## config.mk

```make
export PLATFORM = sky130hd
export DESIGN_NAME = sel_pipe_unit_flat
export DESIGN_NICKNAME = d
export VERILOG_FILES = /design/src/rtl/sel_pipe_unit_if.sv /design/src/rtl/sel_pipe_unit.sv /design/src/flat_wrapper.sv
export SDC_FILE = /design/constraint.sdc
export NUM_CORES = 1
export LEC_CHECK = 0
export BUFFER_PORTS_ARGS = -buffer_cell sky130_fd_sc_hd__buf_4
export CORE_ASPECT_RATIO = 0.9
export CORE_MARGIN = 5
export CORE_UTILIZATION = 54
export CTS_CLUSTER_DIAMETER = 60
export CTS_CLUSTER_SIZE = 12
export DETAILED_ROUTE_END_ITERATION = 10
export GPL_ROUTABILITY_DRIVEN = 0
export GPL_TIMING_DRIVEN = 0
export PLACE_DENSITY = 0.92
export SETUP_SLACK_MARGIN = 0.3
export SYNTH_ARGS = -nofsm -noshare
export SYNTH_HDL_FRONTEND = slang
export SYNTH_SLANG_ARGS = --single-unit
```

## constraint.sdc

```tcl
create_clock -name clk -period 1.7 [get_ports clk]
set_clock_uncertainty 0.05 [all_clocks]
set_input_delay 0.085 -clock clk [delete_from_list [all_inputs] [get_ports clk]]
set_output_delay 0.085 -clock clk [all_outputs]
set_load 0.03 [all_outputs]
```

## src/rtl/sel_pipe_unit_if.sv

```systemverilog
// Operand/result handshake bundle for sel_pipe_unit. The producer and consumer
// side uses master; the unit itself uses slave.
interface sel_pipe_unit_if #(
  parameter int N = 8
);
  logic         in_valid;
  logic         in_ready;
  logic [2:0]   mode;
  logic [N-1:0] A;
  logic [N-1:0] B;
  logic         out_valid;
  logic         out_ready;
  logic [N-1:0] out_data;
  logic         out_eq;
  logic         out_err;
  logic [1:0]   occupancy;

  modport master (
    output in_valid, mode, A, B, out_ready,
    input  in_ready, out_valid, out_data, out_eq, out_err, occupancy
  );

  modport slave (
    input  in_valid, mode, A, B, out_ready,
    output in_ready, out_valid, out_data, out_eq, out_err, occupancy
  );
endinterface

```

## src/rtl/sel_pipe_unit.sv

```systemverilog
// A/B/min/max select stage with a registered 2-entry skid buffer on the result
// path, so the ALU result mux can stall without dropping operand sets.
module sel_pipe_unit #(
  parameter int N     = 8,
  parameter int DEPTH = 2
) (
  input logic           clk,
  input logic           rst_n,
  sel_pipe_unit_if.slave bus
);

  generate
    if (DEPTH != 2 || N < 2) begin : g_bad_cfg
      $error("sel_pipe_unit: DEPTH must be 2 and N must be at least 2");
    end
  endgenerate

  typedef struct packed {
    logic [N-1:0] data;
    logic         eq;
    logic         err;
  } entry_t;

  // Equal operands fall through to A for every min/max mode.
  function automatic logic [N-1:0] select_result(
    input logic [2:0]   mode,
    input logic [N-1:0] a,
    input logic [N-1:0] b
  );
    logic signed [N-1:0] sa;
    logic signed [N-1:0] sb;
    logic [N-1:0]        r;
    sa = signed'(a);
    sb = signed'(b);
    case (mode)
      3'b000:  r = a;
      3'b001:  r = b;
      3'b010:  r = (b < a) ? b : a;
      3'b011:  r = (b > a) ? b : a;
      3'b100:  r = (sb < sa) ? b : a;
      3'b101:  r = (sb > sa) ? b : a;
      default: r = a;
    endcase
    return r;
  endfunction

  function automatic logic is_reserved(input logic [2:0] mode);
    return mode[2] & mode[1];
  endfunction

  entry_t     res_p0;
  logic       vld_p0;
  logic       pop;
  entry_t     head_p1;
  entry_t     skid_p1;
  logic [1:0] occ_p1;

  // ---- stage 0: combinational select on the sampled operand set ----
  always_comb begin
    res_p0.data = select_result(bus.mode, bus.A, bus.B);
    res_p0.eq   = (bus.A == bus.B);
    res_p0.err  = is_reserved(bus.mode);
  end

  assign vld_p0 = bus.in_valid && bus.in_ready;
  assign pop    = bus.out_valid && bus.out_ready;

  // ---- stage 1: head register plus one skid slot ----
  always_ff @(posedge clk or negedge rst_n) begin
    if (!rst_n) begin
      occ_p1  <= 2'd0;
      head_p1 <= '0;
      skid_p1 <= '0;
    end else begin
      case (occ_p1)
        2'd0: begin
          if (vld_p0) begin
            head_p1 <= res_p0;
            occ_p1  <= 2'd1;
          end
        end
        2'd1: begin
          if (vld_p0 && pop) begin
            head_p1 <= res_p0;
          end else if (vld_p0) begin
            skid_p1 <= res_p0;
            occ_p1  <= 2'd2;
          end else if (pop) begin
            occ_p1  <= 2'd0;
          end
        end
        default: begin
          // Full: in_ready is low, so only a pop can happen here.
          if (pop) begin
            head_p1 <= skid_p1;
            occ_p1  <= 2'd1;
          end
        end
      endcase
    end
  end

  // in_ready depends only on the registered count, never on out_ready.
  assign bus.in_ready  = ~occ_p1[1];
  assign bus.out_valid = (occ_p1 != 2'd0);
  assign bus.out_data  = head_p1.data;
  assign bus.out_eq    = head_p1.eq;
  assign bus.out_err   = head_p1.err;
  assign bus.occupancy = occ_p1;

endmodule

```

## src/flat_wrapper.sv

```systemverilog
// flat-port wrapper written by rule: the top's interface ports become plain ports
module sel_pipe_unit_flat 
#(
  parameter int N     = 8,
  parameter int DEPTH = 2
)
  (clk, rst_n, bus_in_valid, bus_mode, bus_A, bus_B, bus_out_ready, bus_in_ready, bus_out_valid, bus_out_data, bus_out_eq, bus_out_err, bus_occupancy);
  sel_pipe_unit_if #(.N(N)) bus_i ();
  input logic clk;
  input logic rst_n;
  input wire logic [$bits(bus_i.in_valid)-1:0] bus_in_valid;
  input wire logic [$bits(bus_i.mode)-1:0] bus_mode;
  input wire logic [$bits(bus_i.A)-1:0] bus_A;
  input wire logic [$bits(bus_i.B)-1:0] bus_B;
  input wire logic [$bits(bus_i.out_ready)-1:0] bus_out_ready;
  output wire logic [$bits(bus_i.in_ready)-1:0] bus_in_ready;
  output wire logic [$bits(bus_i.out_valid)-1:0] bus_out_valid;
  output wire logic [$bits(bus_i.out_data)-1:0] bus_out_data;
  output wire logic [$bits(bus_i.out_eq)-1:0] bus_out_eq;
  output wire logic [$bits(bus_i.out_err)-1:0] bus_out_err;
  output wire logic [$bits(bus_i.occupancy)-1:0] bus_occupancy;
  assign bus_i.in_valid = bus_in_valid;
  assign bus_i.mode = bus_mode;
  assign bus_i.A = bus_A;
  assign bus_i.B = bus_B;
  assign bus_i.out_ready = bus_out_ready;
  assign bus_in_ready = bus_i.in_ready;
  assign bus_out_valid = bus_i.out_valid;
  assign bus_out_data = bus_i.out_data;
  assign bus_out_eq = bus_i.out_eq;
  assign bus_out_err = bus_i.out_err;
  assign bus_occupancy = bus_i.occupancy;
  sel_pipe_unit #(.N(N), .DEPTH(DEPTH)) u_core (.clk(clk), .rst_n(rst_n), .bus(bus_i));
endmodule
```

Word level (Yosys, flattened, before mapping)
Index checks and enable logic that the tools add are counted.
{ "op_classes": {"magnitude_cmp": 4, "n_eq_ne": 11, "muxes": 15, "bitwise": 3, "n_reduce_logical": 9} }
{ "ops": {"columns": ["op", "count"], "rows": [
  ["one-hot mux 8 bit (5 select lines)", 1],
  ["2-to-1 mux 8 bit", 4],
  ["2-to-1 mux 10 bit", 3],
  ["one-hot mux 10 bit (2 select lines)", 1],
  ["> comparator 8 bit", 2],
  ["less-than comparator 8 bit", 2],
  ["2-to-1 mux 2 bit", 5],
  ["== test 8 bit", 1],
  ["== test 3 x 2 -> 1 bit, second input constant", 2],
  ["== test 3 bit, second input constant", 2],
  ["AND reduction 3 bit", 2],
  ["inequality test 2 x 1 -> 1 bit, second input constant", 2],
  ["one-hot mux 2 bit (2 select lines)", 1],
  ["AND reduction 4 bit", 1],
  ["== test 3 x 1 -> 1 bit, second input constant", 1],
  ["logical AND 1 bit", 3],
  ["inequality test 3 x 1 -> 1 bit, second input constant", 1],
  ["nonzero test 3 bit", 1],
  ["== test 2 x 1 -> 1 bit, second input constant", 1],
  ["zero test 2 bit", 1],
  ["inequality test 2 bit, second input constant", 1],
  ["NOT 1 bit", 2],
  ["nonzero test 2 bit", 1],
  ["AND 1 bit", 1]
]} }
{ "totals": {"regBits": 22, "in_bits": 23, "output_inout_bits": 14, "wordCells": 49} }

Logic depth before layout (Yosys ltp)
Gate-level depths: netlist of run 1.
{ "depth": {"depth_word": 6, "ltp_mapped": 11} }

Worst setup path before layout of run 1
Ideal clock, no wire load.
{ "synth_path": {"path_type": "in2reg", "start": "input bus_A[7]", "end": "register u_core.skid_p1[9] (netlist name)", "arrival_ps": 2049, "t_required_ps": 1555, "path_slack_ps": -495, "stages": 11, "n_path_buf": 1, "path_cell_list": "inv_1 > ha_1 > nand4_2 > a211o_1 > and3_1 > buf_6 > nor2_2 > mux2_4 > o311a_1 > and3_1 > o31ai_1"} }
{ "synth_between": {"elab_chain_cells": 3} }
{ "synth_rtl": {"columns": ["element", "line", "text"], "rows": [
  ["start, declared", "flat_wrapper.sv:13", "input wire logic [$bits(bus_i.A)-1:0] bus_A;"],
  ["> comparator 8 bit, or another cell as far along", "sel_pipe_unit.sv:41", "3'b101: r = (sb > sa) ? b : a;"],
  ["2-to-1 mux 8 bit, on equally long branches", null, null],
  ["one-hot mux 8 bit (5 select lines) *", "sel_pipe_unit.sv:35", "case (mode)"],
  ["end signal, assigned", "sel_pipe_unit.sv:86", "skid_p1 <= res_p0;"],
  ["end, declared", "sel_pipe_unit.sv:55", "entry_t skid_p1;"]
]} }
Every way passes the cells marked *; elsewhere a longest branch is shown, timed or not.
A chain may end at the register's enable or synchronous reset.

Worst setup path after layout of run 1
{ "layout_path": {"start": "input bus_A[7]", "end": "register u_core.head_p1 (netlist bit u_core.bus.out_data[2])"} }
{ "layout_between": {"elab_chain_cells": 5} }
{ "layout_rtl": {"columns": ["element", "line", "text"], "rows": [
  ["> comparator 8 bit, or another cell as far along", "sel_pipe_unit.sv:41", null],
  ["2-to-1 mux 8 bit, on equally long branches", null, null],
  ["one-hot mux 8 bit (5 select lines) *", "sel_pipe_unit.sv:35", null],
  ["2-to-1 mux 10 bit, on equally long branches", "sel_pipe_unit.sv:83, sel_pipe_unit.sv:77", null],
  ["one-hot mux 10 bit (2 select lines) *", "sel_pipe_unit.sv:75", "case (occ_p1)"],
  ["end signal, assigned", "sel_pipe_unit.sv:78", "head_p1 <= res_p0;"],
  ["end signal, assigned", "sel_pipe_unit.sv:84", "head_p1 <= res_p0;"],
  ["end signal, assigned", "sel_pipe_unit.sv:95", "head_p1 <= skid_p1;"],
  ["end, declared", "sel_pipe_unit.sv:54", "entry_t head_p1;"]
]} }
Every way passes the cells marked *; elsewhere a longest branch is shown, timed or not. The select of a mux whose other input is x is not followed.

==> impl_metrics.py, run 1 <==
metrics = {
    "finish": {
        "final_common_cell": "buf_4",
        "syn_to_final_growth_pct": 53.49,
        "drive_above_1_share": 0.4878,
        "instances_no_fill": 288,
        "fin_util": 0.8434,
        "regArea_um2": 551.8,
        "fin_nets": 278,
        "multiInputGateArea_um2": 1235,
        "fillers": 163,
        "antenna_cells": 0,
        "layout_common_cells": "buf_4 (38), nand2_1 (24), dfrtp_1 (21)",
    },
    "timing": {
        "fmaxAchievable_ghz": 0.4902,
        "slew_violations": 0,
        "rsz0062_at_grt": "true",
        "fin_crit_ns": 2.040,
        "fin_crit_sh": 1.200,
        "worst_pin_slew_ns": 0.9051,
        "worst_slack_ns": -0.3399,
        "setup_viol": 16,
        "max_slew_margin": 0.3912,
        "hold_viol_final": 0,
    },
    "yosys": {
        "synth_simple_gate_area_frac": 0.1977,
        "synth_compound_area_frac": 0.2590,
        "synth_area_um2": 1633,
        "synth_fa_ha_area_frac": 0.06130,
        "ys_seq_elements": 22,
        "yosys_warnings": 0,
        "synth_top_family_by_area": "compound AO/OA/AOI/OAI gates",
        "synth_enable_flop_cells": 0,
        "muxShareOfSynthArea": 0.08352,
        "synthXorXnorAreaFrac": 0,
        "syn_area_per_cell_um2": 8.504,
        "ys_seq_area_frac": 0.3372,
        "yosys_most_used_dff": "dfrtp_1",
        "synth_fp_nets": 223,
        "ys_types": 46,
        "async_flop_share": 1.000,
        "syn_inst": 192,
    },
    "min_path": {
        "hold_path_end": "u_core.bus.out_data[0]",
        "hp-class": "in2reg",
        "holdPathStages": 3,
        "min_from": "bus_B[0]",
    },
    "outcome": {
        "violations": "negative setup slack",
        "status": "complete, but fails checks",
    },
    "worst_setup_path": {
        "criticalPathCategory": "in2reg",
        "critPathArrivalTime_ns": 2.23,
        "crit_chain": "buf_12, inv_8, ha_4, nand4_4, a211o_1, a311oi_1, a311oi_2, o32ai_2, and4bb_1, a21o_1, a21oi_1",
        "start_kind": "input port",
        "slowest_delay_ns": 0.45,
        "r2r_start": "u_core.bus.occupancy[0]",
        "cp_slowest_cell": "a311oi_1",
        "critPathTopFamily": "compound AO/OA/AOI/OAI gates",
        "r2r_setup_slack_ns": 0,
        "r2r-end": "u_core.skid_p1[9]",
        "cp_max_fo": 3,
        "crit_buf_inv": 2,
        "cp-end-kind": "flip-flop",
        "reg2reg_depth": 4,
        "worstPathRequired_ns": 1.89,
    },
    "detailed_routing": {
        "totalWireLength_mm": 5.075,
        "routedWlPerCell_um": 17.62,
        "drtIter0Drc": 116,
        "vias_per_cell": 5.962,
        "first_pass_iters": 4,
        "ant_nets": 0,
        "drc": 0,
        "num_vias": 1717,
    },
    "clocking": {
        "cts_buffers": 3,
        "cts-root-buf": "clkbuf_4",
        "cts_tree": "built",
        "clkSinkCount": 22,
        "clk_pin_slew_ns": 0.12,
        "clockBufferDepth": 2,
        "clkLatencyLatePin_ns": 0.31,
        "cts-htree-levels": 1,
    },
    "global_routing": {
        "grt_pass1_wl_mm": 7.341,
        "grt_pass1_vias": 1634,
        "grt_start_max_net_pins": 23,
        "antenna_found_initial": 0,
        "track_usage": 0.2195,
        "grt_overflow": 0,
    },
    "die": {
        "die_h_um": 62.17,
        "initial_core_util": 0.5495,
        "dieArea_um2": 4225,
        "fp-row-count": 19,
        "fp.dieW_um": 67.96,
        "coreArea_um2": 2972,
        "ios": 37,
    },
    "pwr": {
        "power.switching_w": 0.0008748,
        "p_per_area_nw_per_um2": 870.3,
        "power.share.combinational": 0.514,
        "vdd_drop_max_mv": 0.3979,
        "p_int_w": 0.001306,
        "p_leak_nw": 1.121,
        "pwr-share-seq": 0.353,
        "switching_share": 0.4011,
        "clkPwrFrac": 0.133,
    },
    "flow_run": {
        "cap_viol_max_count": 0,
    },
    "placement": {
        "place_inst": 270,
        "port_buffers": 36,
        "hpwl_mm": 3.176,
        "place_ws_ns": -0.7344,
    },
}
==> repair_timing <==
item / in CTS / in global routing
resized for setup: 27 / 42
hold endpoints to repair: 22 / 0
hold buffers: 1 / 0
cloned: 0 / 1
pin swaps: 17 / 15
setup endpoints to repair: 19 / 22
buffers inserted: 6 / 6
==> sequential cells by signal, summed over array words and instances (netlist names) <==
name and flops:
u_core.bus.occupancy 2, u_core.skid_p1 10, u_core.bus.out_err 1, u_core.bus.out_data 8, u_core.bus.out_eq 1
==> worst register-to-register path, delay by kind of cell, from the launching register on <==
kind / cells / cell delay (ns)
buffers and inverters: 1 / 0.30
AO/OA/AOI/OAI: 1 / 0.29
flip-flops: 1 / 0.47
AND/OR/NAND/NOR: 2 / 0.51
==> per-stage QoR <==
stage                     area (µm²)  hold WS [ns]  total power, W  TNS [ns]
after floorplan                 1755       -0.2606        0.001343    -5.234
after global placement          2078      -0.06816        0.001619    -10.48
after detailed placement        2078      -0.06808        0.001660    -10.99
after CTS                       2306       0.03335        0.002035    -3.171
after global routing            2506       0.05133        0.002288    -5.519
final                           2506       0.04147        0.002181    -4.235
==> how the worst max path moves through the flow <==
stage              from                endpoint  depth (start not counted)
3_5_place_dp   bus_A[7]       u_core.skid_p1[7]                         11
2_1_floorplan  bus_A[7]  u_core.bus.out_data[3]                         10
5_1_grt        bus_A[7]  u_core.bus.out_data[2]                         11
6_report       bus_A[7]  u_core.bus.out_data[2]                         11
4_1_cts        bus_A[6]       u_core.skid_p1[6]                         13
3_3_place_gp   bus_A[7]       u_core.skid_p1[6]                         11
==> cell usage after synthesis, types with 2 or more instances <==
library cell,number,area share
dfrtp_1,22,0.34
clkbuf_1,7,0.016
and3_1,9,0.034
mux2_4,5,0.046
nand3_1,4,0.012
a21oi_1,18,0.055
ha_1,8,0.061
o31ai_1,4,0.018
o21a_1,2,0.0092
o21ai_0,5,0.015
nor2_1,9,0.021
nand2_1,28,0.064
o22ai_1,2,0.0077
buf_2,2,0.0061
mux2i_1,5,0.031
o311a_1,2,0.012
o21ai_1,14,0.043
nand2b_1,3,0.011
inv_1,14,0.032
nand4_1,3,0.011
==> power by group through the flow <==
stage                     Combinational (W)  Clock (W)  Sequential [W]
after floorplan                    0.000446          0        0.000897
after CTS                          0.000986   0.000293        0.000756
final                               0.00112   0.000291        0.000769
after detailed placement           0.000892          0        0.000767
after global routing                0.00119   0.000315        0.000782
after global placement             0.000866          0        0.000753
==> per-layer routing <==
metal,global-route usage,part of all wire
met1,0.2657,0.37
met2,0.3803,0.54
met3,0.02883,0.063
met4,0.08933,0.030
met5,0,0
==> cells by family after synthesis <==
group | Yosys count
AND/OR/NAND/NOR | 65
AO/OA/AOI/OAI | 62
buffers and inverters | 24
flip-flops | 22
multiplexers | 11
adder cells (fa/ha/maj) | 8
==> area by class of cell <==
type / count / share of cell area
multi-input cells: 146 / 0.4928
repair buffers: 50 / 0.1862
inverters: 14 / 0.02996
plain buffers: 10 / 0.03545
clock buffers: 4 / 0.01448
well taps: 42 / 0.02097
flip-flops and latches: 22 / 0.2202
Note: power is estimated with default switching activity, not from simulation.
==> run 2: changes to the inputs <==
--- a/config.mk
+++ b/config.mk
@@ -16,6 +16,7 @@
 export GPL_TIMING_DRIVEN = 0
 export PLACE_DENSITY = 0.92
 export SETUP_SLACK_MARGIN = 0.3
+export SKIP_LAST_GASP = 1
 export SYNTH_ARGS = -nofsm -noshare
 export SYNTH_HDL_FRONTEND = slang
 export SYNTH_SLANG_ARGS = --single-unit
==> run 2 against run 1 <==
- the run still ends with negative setup slack left
- routed wire length fell by 2.6%
- largest cell class unchanged
- sequential cell count did not move
- core utilization fell by 1.1 points
==> impl_metrics.py, run 2 (synthesis results as in run 1) <==
metrics = {
    "finish": {
        "syn_to_final_growth_pct": 51.49,
        "largest_reg_flops": 10,
        "fillers": 172,
        "drive_above_1_share": 0.4675,
        "instances_no_fill": 288,
        "final_common_cell": "buf_4",
        "final_area_um2": 2474,
        "multiInputGateArea_um2": 1216,
        "fin_nets": 278,
        "antenna_cells": 0,
        "regMostFlops": "u_core.skid_p1",
        "regArea_um2": 551.8,
        "layout_common_cells": "buf_4 (39), nand2_1 (26), dfrtp_1 (21)",
    },
    "worst_setup_path": {
        "cp-end-kind": "flip-flop",
        "cp_max_fo": 3,
        "crit_chain": "buf_12, inv_8, ha_4, nand4_4, a211o_1, a311oi_1, a311oi_2, o32ai_2, and4bb_1, a21o_1, a21oi_1",
        "critPathTopFamily": "compound AO/OA/AOI/OAI gates",
        "worstPathRequired_ns": 1.88,
        "slowest_delay_ns": 0.45,
        "criticalPathCategory": "in2reg",
        "cp_slowest_cell": "a311oi_1",
        "start_kind": "input port",
        "crit_buf_inv": 2,
        "critPathArrivalTime_ns": 2.27,
    },
    "timing": {
        "hold_viol_final": 0,
        "fin_crit_sh": 1.225,
        "slew_violations": 0,
        "fmaxAchievable_ghz": 0.4800,
        "rsz0062_at_grt": "true",
        "fin_crit_ns": 2.083,
        "holdWs_ns": 0.05054,
        "setup_viol": 16,
        "max_slew_margin": 0.4001,
        "worst_pin_slew_ns": 0.8918,
        "worst_slack_ns": -0.3833,
    },
    "clocking": {
        "cts_tree": "built",
        "cts-htree-levels": 1,
        "clkLatencyLatePin_ns": 0.31,
        "cts_buffers": 3,
        "clockBufferDepth": 2,
        "cts-root-buf": "clkbuf_4",
        "clkSinkCount": 22,
        "clk_pin_slew_ns": 0.12,
    },
    "detailed_routing": {
        "ant_nets": 0,
        "vias_per_cell": 5.892,
        "first_pass_iters": 4,
        "num_vias": 1697,
        "routedWlPerCell_um": 17.17,
        "drc": 0,
        "drtIter0Drc": 134,
        "totalWireLength_mm": 4.944,
    },
    "global_routing": {
        "grt_start_max_net_pins": 23,
        "track_usage": 0.2195,
        "grt_overflow": 0,
        "grt_pass1_wl_mm": 7.341,
        "antenna_found_initial": 0,
        "grt_pass1_vias": 1634,
    },
    "pwr": {
        "p_leak_nw": 1.113,
        "clkPwrFrac": 0.136,
        "vdd_drop_max_mv": 0.3414,
        "power.total_w": 0.002149,
        "power.share.combinational": 0.511,
        "p_per_area_nw_per_um2": 868.9,
        "p_int_w": 0.001293,
        "switching_share": 0.3984,
        "power.switching_w": 0.0008562,
        "pwr-share-seq": 0.354,
    },
    "outcome": {
        "violations": "negative setup slack",
        "status": "complete, but fails checks",
    },
    "placement": {
        "port_buffers": 36,
        "place_ws_ns": -0.7344,
        "hpwl_mm": 3.176,
        "place_inst": 270,
        "dpl-instance-area_um2": 2078,
    },
    "die": {
        "initial_core_util": 0.5495,
        "fp-row-count": 19,
        "die_h_um": 62.17,
        "coreArea_um2": 2972,
        "ios": 37,
        "fp.dieW_um": 67.96,
        "dieArea_um2": 4225,
    },
    "flow_run": {
        "cap_viol_max_count": 0,
    },
    "min_path": {
        "hp-class": "in2reg",
    },
}
==> run 2: cell types whose count changed in the layout (fill, tap and decap cells not counted), sizes merged <==
cell / before / now
buf: 55 / 54
clkbuf: 8 / 9
==> run 2: cell type report <==
type	count	area share
multi-input combinational	146	0.4917
timing repair buffer	50	0.1872
inverter	14	0.03035
clock buffer	4	0.01467
tap	42	0.02124
sequential	22	0.2231
buffer	10	0.03187
==> run 2: power groups by stage <==
stage               Clock (W)  Combinational [W]  Sequential, W
CTS                  0.000293           0.000986       0.000756
finish               0.000292            0.00110       0.000760
global route         0.000319            0.00117       0.000776
floorplan                   0           0.000446       0.000897
global placement            0           0.000866       0.000753
detailed placement          0           0.000892       0.000767
==> run 2: routing by layer <==
| metal | part of all wire | vias to the layer above | track usage |
|---|---|---|---|
| met2 | 0.54 | 63 | 0.3803 |
| li1 | - | 806 | - |
| met4 | 0.032 | 0 | 0.08933 |
| met1 | 0.38 | 813 | 0.2657 |
| met5 | 0 | - | 0 |
| met3 | 0.051 | 15 | 0.02883 |
==> run 2: timing repair <==
item,in CTS,in global routing
hold buffers,1,0
resized for setup,27,29
gates cloned,0,1
pin swaps,17,14
hold endpoints to repair,22,0
setup endpoints to repair,19,22
setup buffers,6,6
==> run 2: metrics by stage <==
stage | TNS [ns] | util
2_1_floorplan | -5.234 | -
3_3_place_gp | -10.48 | 0.6994
3_5_place_dp | -10.99 | 0.6994
4_1_cts | -3.171 | 0.7760
5_1_grt | -5.426 | 0.8324
6_report | -4.236 | 0.8324
==> run 2: worst min-delay path: stages <==
cell     delay [ns]
buf_4          0.09
mux2i_2        0.08
o21ai_1        0.12
==> run 2: path summary, 6_finish.rpt <==
kind	cells after the start	to	start	slack, ns
setup reg to reg	4	u_core.skid_p1[9]	u_core.bus.occupancy[0]	0
hold / removal	3	u_core.bus.out_data[0]	bus_B[0]	0.05
min in group asynchronous	2	u_core.skid_p1[3]	rst_n	0.13
hold reg to reg	2	u_core.skid_p1[6]	u_core.skid_p1[6]	0.43
max in group asynchronous	2	u_core.bus.occupancy[1]	rst_n	1.24
setup / recovery	11	u_core.bus.out_data[2]	bus_A[7]	-0.38
==> run 3: changes to the inputs <==
--- a/config.mk
+++ b/config.mk
@@ -14,9 +14,11 @@
 export DETAILED_ROUTE_END_ITERATION = 10
 export GPL_ROUTABILITY_DRIVEN = 0
 export GPL_TIMING_DRIVEN = 0
+export MAX_ROUTING_LAYER = met4
 export PLACE_DENSITY = 0.92
 export SETUP_SLACK_MARGIN = 0.3
 export SKIP_LAST_GASP = 1
+export SLEW_MARGIN = 20
 export SYNTH_ARGS = -nofsm -noshare
 export SYNTH_HDL_FRONTEND = slang
 export SYNTH_SLANG_ARGS = --single-unit
==> run 3 against run 2 <==
- combinational power barely moved
- the flow still finishes with violations (negative setup slack)
- largest cell class unchanged
- routed wire length fell by 1.3%
- core utilization fell by 0.72 points
- count of clock-buffer cells in the layout did not move
- fmax rose by 2.7%
- cell count fell by 0.69%
- die area did not move
==> impl_metrics.py, run 3 (synthesis results as in run 1) <==
metrics = {
    "die": {
        "dieArea_um2": 4225,
        "die_h_um": 62.17,
        "coreArea_um2": 2972,
        "fp-row-count": 19,
        "initial_core_util": 0.5495,
        "fp.dieW_um": 67.96,
        "ios": 37,
    },
    "clocking": {
        "clkSinkCount": 22,
        "cts_buffers": 3,
        "clk_pin_slew_ns": 0.12,
        "cts_tree": "built",
        "clockBufferDepth": 2,
        "cts-root-buf": "clkbuf_4",
        "clkLatencyLatePin_ns": 0.31,
        "cts-htree-levels": 1,
    },
    "pwr": {
        "p_int_w": 0.001283,
        "vdd_drop_max_mv": 0.3404,
        "clkPwrFrac": 0.138,
        "pwr-share-seq": 0.357,
        "switching_share": 0.3985,
        "power.share.combinational": 0.506,
        "p_leak_nw": 1.101,
        "p_per_area_nw_per_um2": 870.1,
        "power.switching_w": 0.0008503,
    },
    "min_path": {
        "hp-class": "in2reg",
    },
    "timing": {
        "slew_violations": 0,
        "max_slew_margin": 0.3921,
        "worst_pin_slew_ns": 0.9037,
        "worst_slack_ns": -0.3286,
        "fin_crit_ns": 2.029,
        "rsz0062_at_grt": "true",
        "setup_viol": 16,
        "fmaxAchievable_ghz": 0.4930,
        "tns_ns": -4.111,
        "hold_viol_final": 0,
        "fin_crit_sh": 1.193,
    },
    "finish": {
        "instances_no_fill": 286,
        "final_common_cell": "buf_4",
        "antenna_cells": 0,
        "fin_nets": 276,
        "layout_common_cells": "buf_4 (38), nand2_1 (26), dfrtp_1 (21)",
        "drive_above_1_share": 0.4590,
        "syn_to_final_growth_pct": 50.19,
        "largest_reg_flops": 10,
        "fillers": 177,
        "regMostFlops": "u_core.skid_p1",
    },
    "worst_setup_path": {
        "worstPathRequired_ns": 1.84,
        "critPathArrivalTime_ns": 2.17,
        "slowest_delay_ns": 0.33,
        "criticalPathCategory": "in2reg",
        "crit_chain": "buf_12, inv_8, ha_4, nand4_4, a211o_1, and3_4, buf_8, a311oi_2, o32ai_2, and4bb_1, a21o_1, o21ai_1",
        "cp_max_fo": 7,
        "start_kind": "input port",
        "cp-end-kind": "flip-flop",
        "cp_slowest_cell": "a211o_1",
    },
    "global_routing": {
        "grt_start_max_net_pins": 23,
        "grt_pass1_wl_mm": 7.327,
        "grt_pass1_vias": 1636,
        "grt_overflow": 0,
        "antenna_found_initial": 0,
        "track_usage": 0.2243,
    },
    "flow_run": {
        "cap_viol_max_count": 0,
    },
    "placement": {
        "port_buffers": 36,
        "place_inst": 270,
        "place_ws_ns": -0.7344,
        "hpwl_mm": 3.176,
    },
    "detailed_routing": {
        "routedWlPerCell_um": 17.06,
        "num_vias": 1701,
        "vias_per_cell": 5.948,
        "first_pass_iters": 4,
        "drtIter0Drc": 150,
        "ant_nets": 0,
        "totalWireLength_mm": 4.880,
        "drc": 0,
    },
    "outcome": {
        "violations": "negative setup slack",
        "status": "complete, but fails checks",
    },
}
## run 3: cell types whose count changed in the layout (fill, tap and decap cells not counted), sizes merged
cell	previous run	this run
buf	54	52
## run 3: area by class of cell
| type | count | area, µm² | share of cell area |
|---|---|---|---|
| plain buffers | 10 | 78.83 | 0.03214 |
| well taps | 42 | 52.55 | 0.02143 |
| multi-input cells | 146 | 1216 | 0.4959 |
| repair buffers | 48 | 444.2 | 0.1811 |
| clock buffers | 4 | 36.28 | 0.01480 |
| inverters | 14 | 72.57 | 0.02959 |
| flip-flops and latches | 22 | 551.8 | 0.2250 |
## run 3: worst max-delay path, delay by kind of cell
family,cells,cell delay (ns)
compound gates,5,0.99
buf+inv,3,0.25
simple gates,3,0.58
fa+ha+maj,1,0.28
## run 3: power by group through the flow
stage	Sequential [W]	Combinational, W	Clock, W
6_report	0.000761	0.00108	0.000294
4_1_cts	0.000756	0.000986	0.000293
3_5_place_dp	0.000767	0.000892	0
5_1_grt	0.000777	0.00115	0.000316
3_3_place_gp	0.000753	0.000866	0
2_1_floorplan	0.000897	0.000446	0
## run 3: metrics by stage
| stage | hold WS (ns) | cell area, µm² | total power (W) | util |
|---|---|---|---|---|
| after CTS | 0.03335 | 2306 | 0.002035 | 0.7760 |
| after global routing | 0.04989 | 2452 | 0.002242 | 0.8253 |
| after detailed placement | -0.06808 | 2078 | 0.001660 | 0.6994 |
| final | 0.04508 | 2452 | 0.002134 | 0.8253 |
| after global placement | -0.06816 | 2078 | 0.001619 | 0.6994 |
| after floorplan | -0.2606 | 1755 | 0.001343 | - |
## run 3: worst paths after layout
| path | from | end | slack [ns] | cells after the start |
|---|---|---|---|---|
| max | bus_A[7] | u_core.skid_p1[4] | -0.33 | 12 |
| min | bus_B[0] | u_core.bus.out_data[0] | 0.05 | 3 |
| max reg2reg | u_core.bus.occupancy[1] | u_core.skid_p1[9] | 0.01 | 4 |
| min reg2reg | u_core.skid_p1[6] | u_core.skid_p1[6] | 0.44 | 2 |
| max in group asynchronous | rst_n | u_core.bus.occupancy[1] | 1.23 | 2 |
| min in group asynchronous | rst_n | u_core.skid_p1[3] | 0.13 | 2 |
## run 3: repair_timing
item | 4_1_cts | 5_1_grt
pin swaps | 17 | 13
hold buffers | 1 | 0
setup endpoints to repair | 19 | 22
hold endpoints to repair | 22 | 0
setup buffers | 6 | 4
gates resized for setup | 27 | 26
gates cloned | 0 | 1
## run 3: per-layer routing
metal / vias up / GRT usage / wire length, µm
met3: 16 / 0.02342 / 237
met1: 822 / 0.2657 / 1859
met2: 61 / 0.3803 / 2646
li1: 802 / - / -
met4: 0 / 0.08933 / 136
met5: - / - / 0
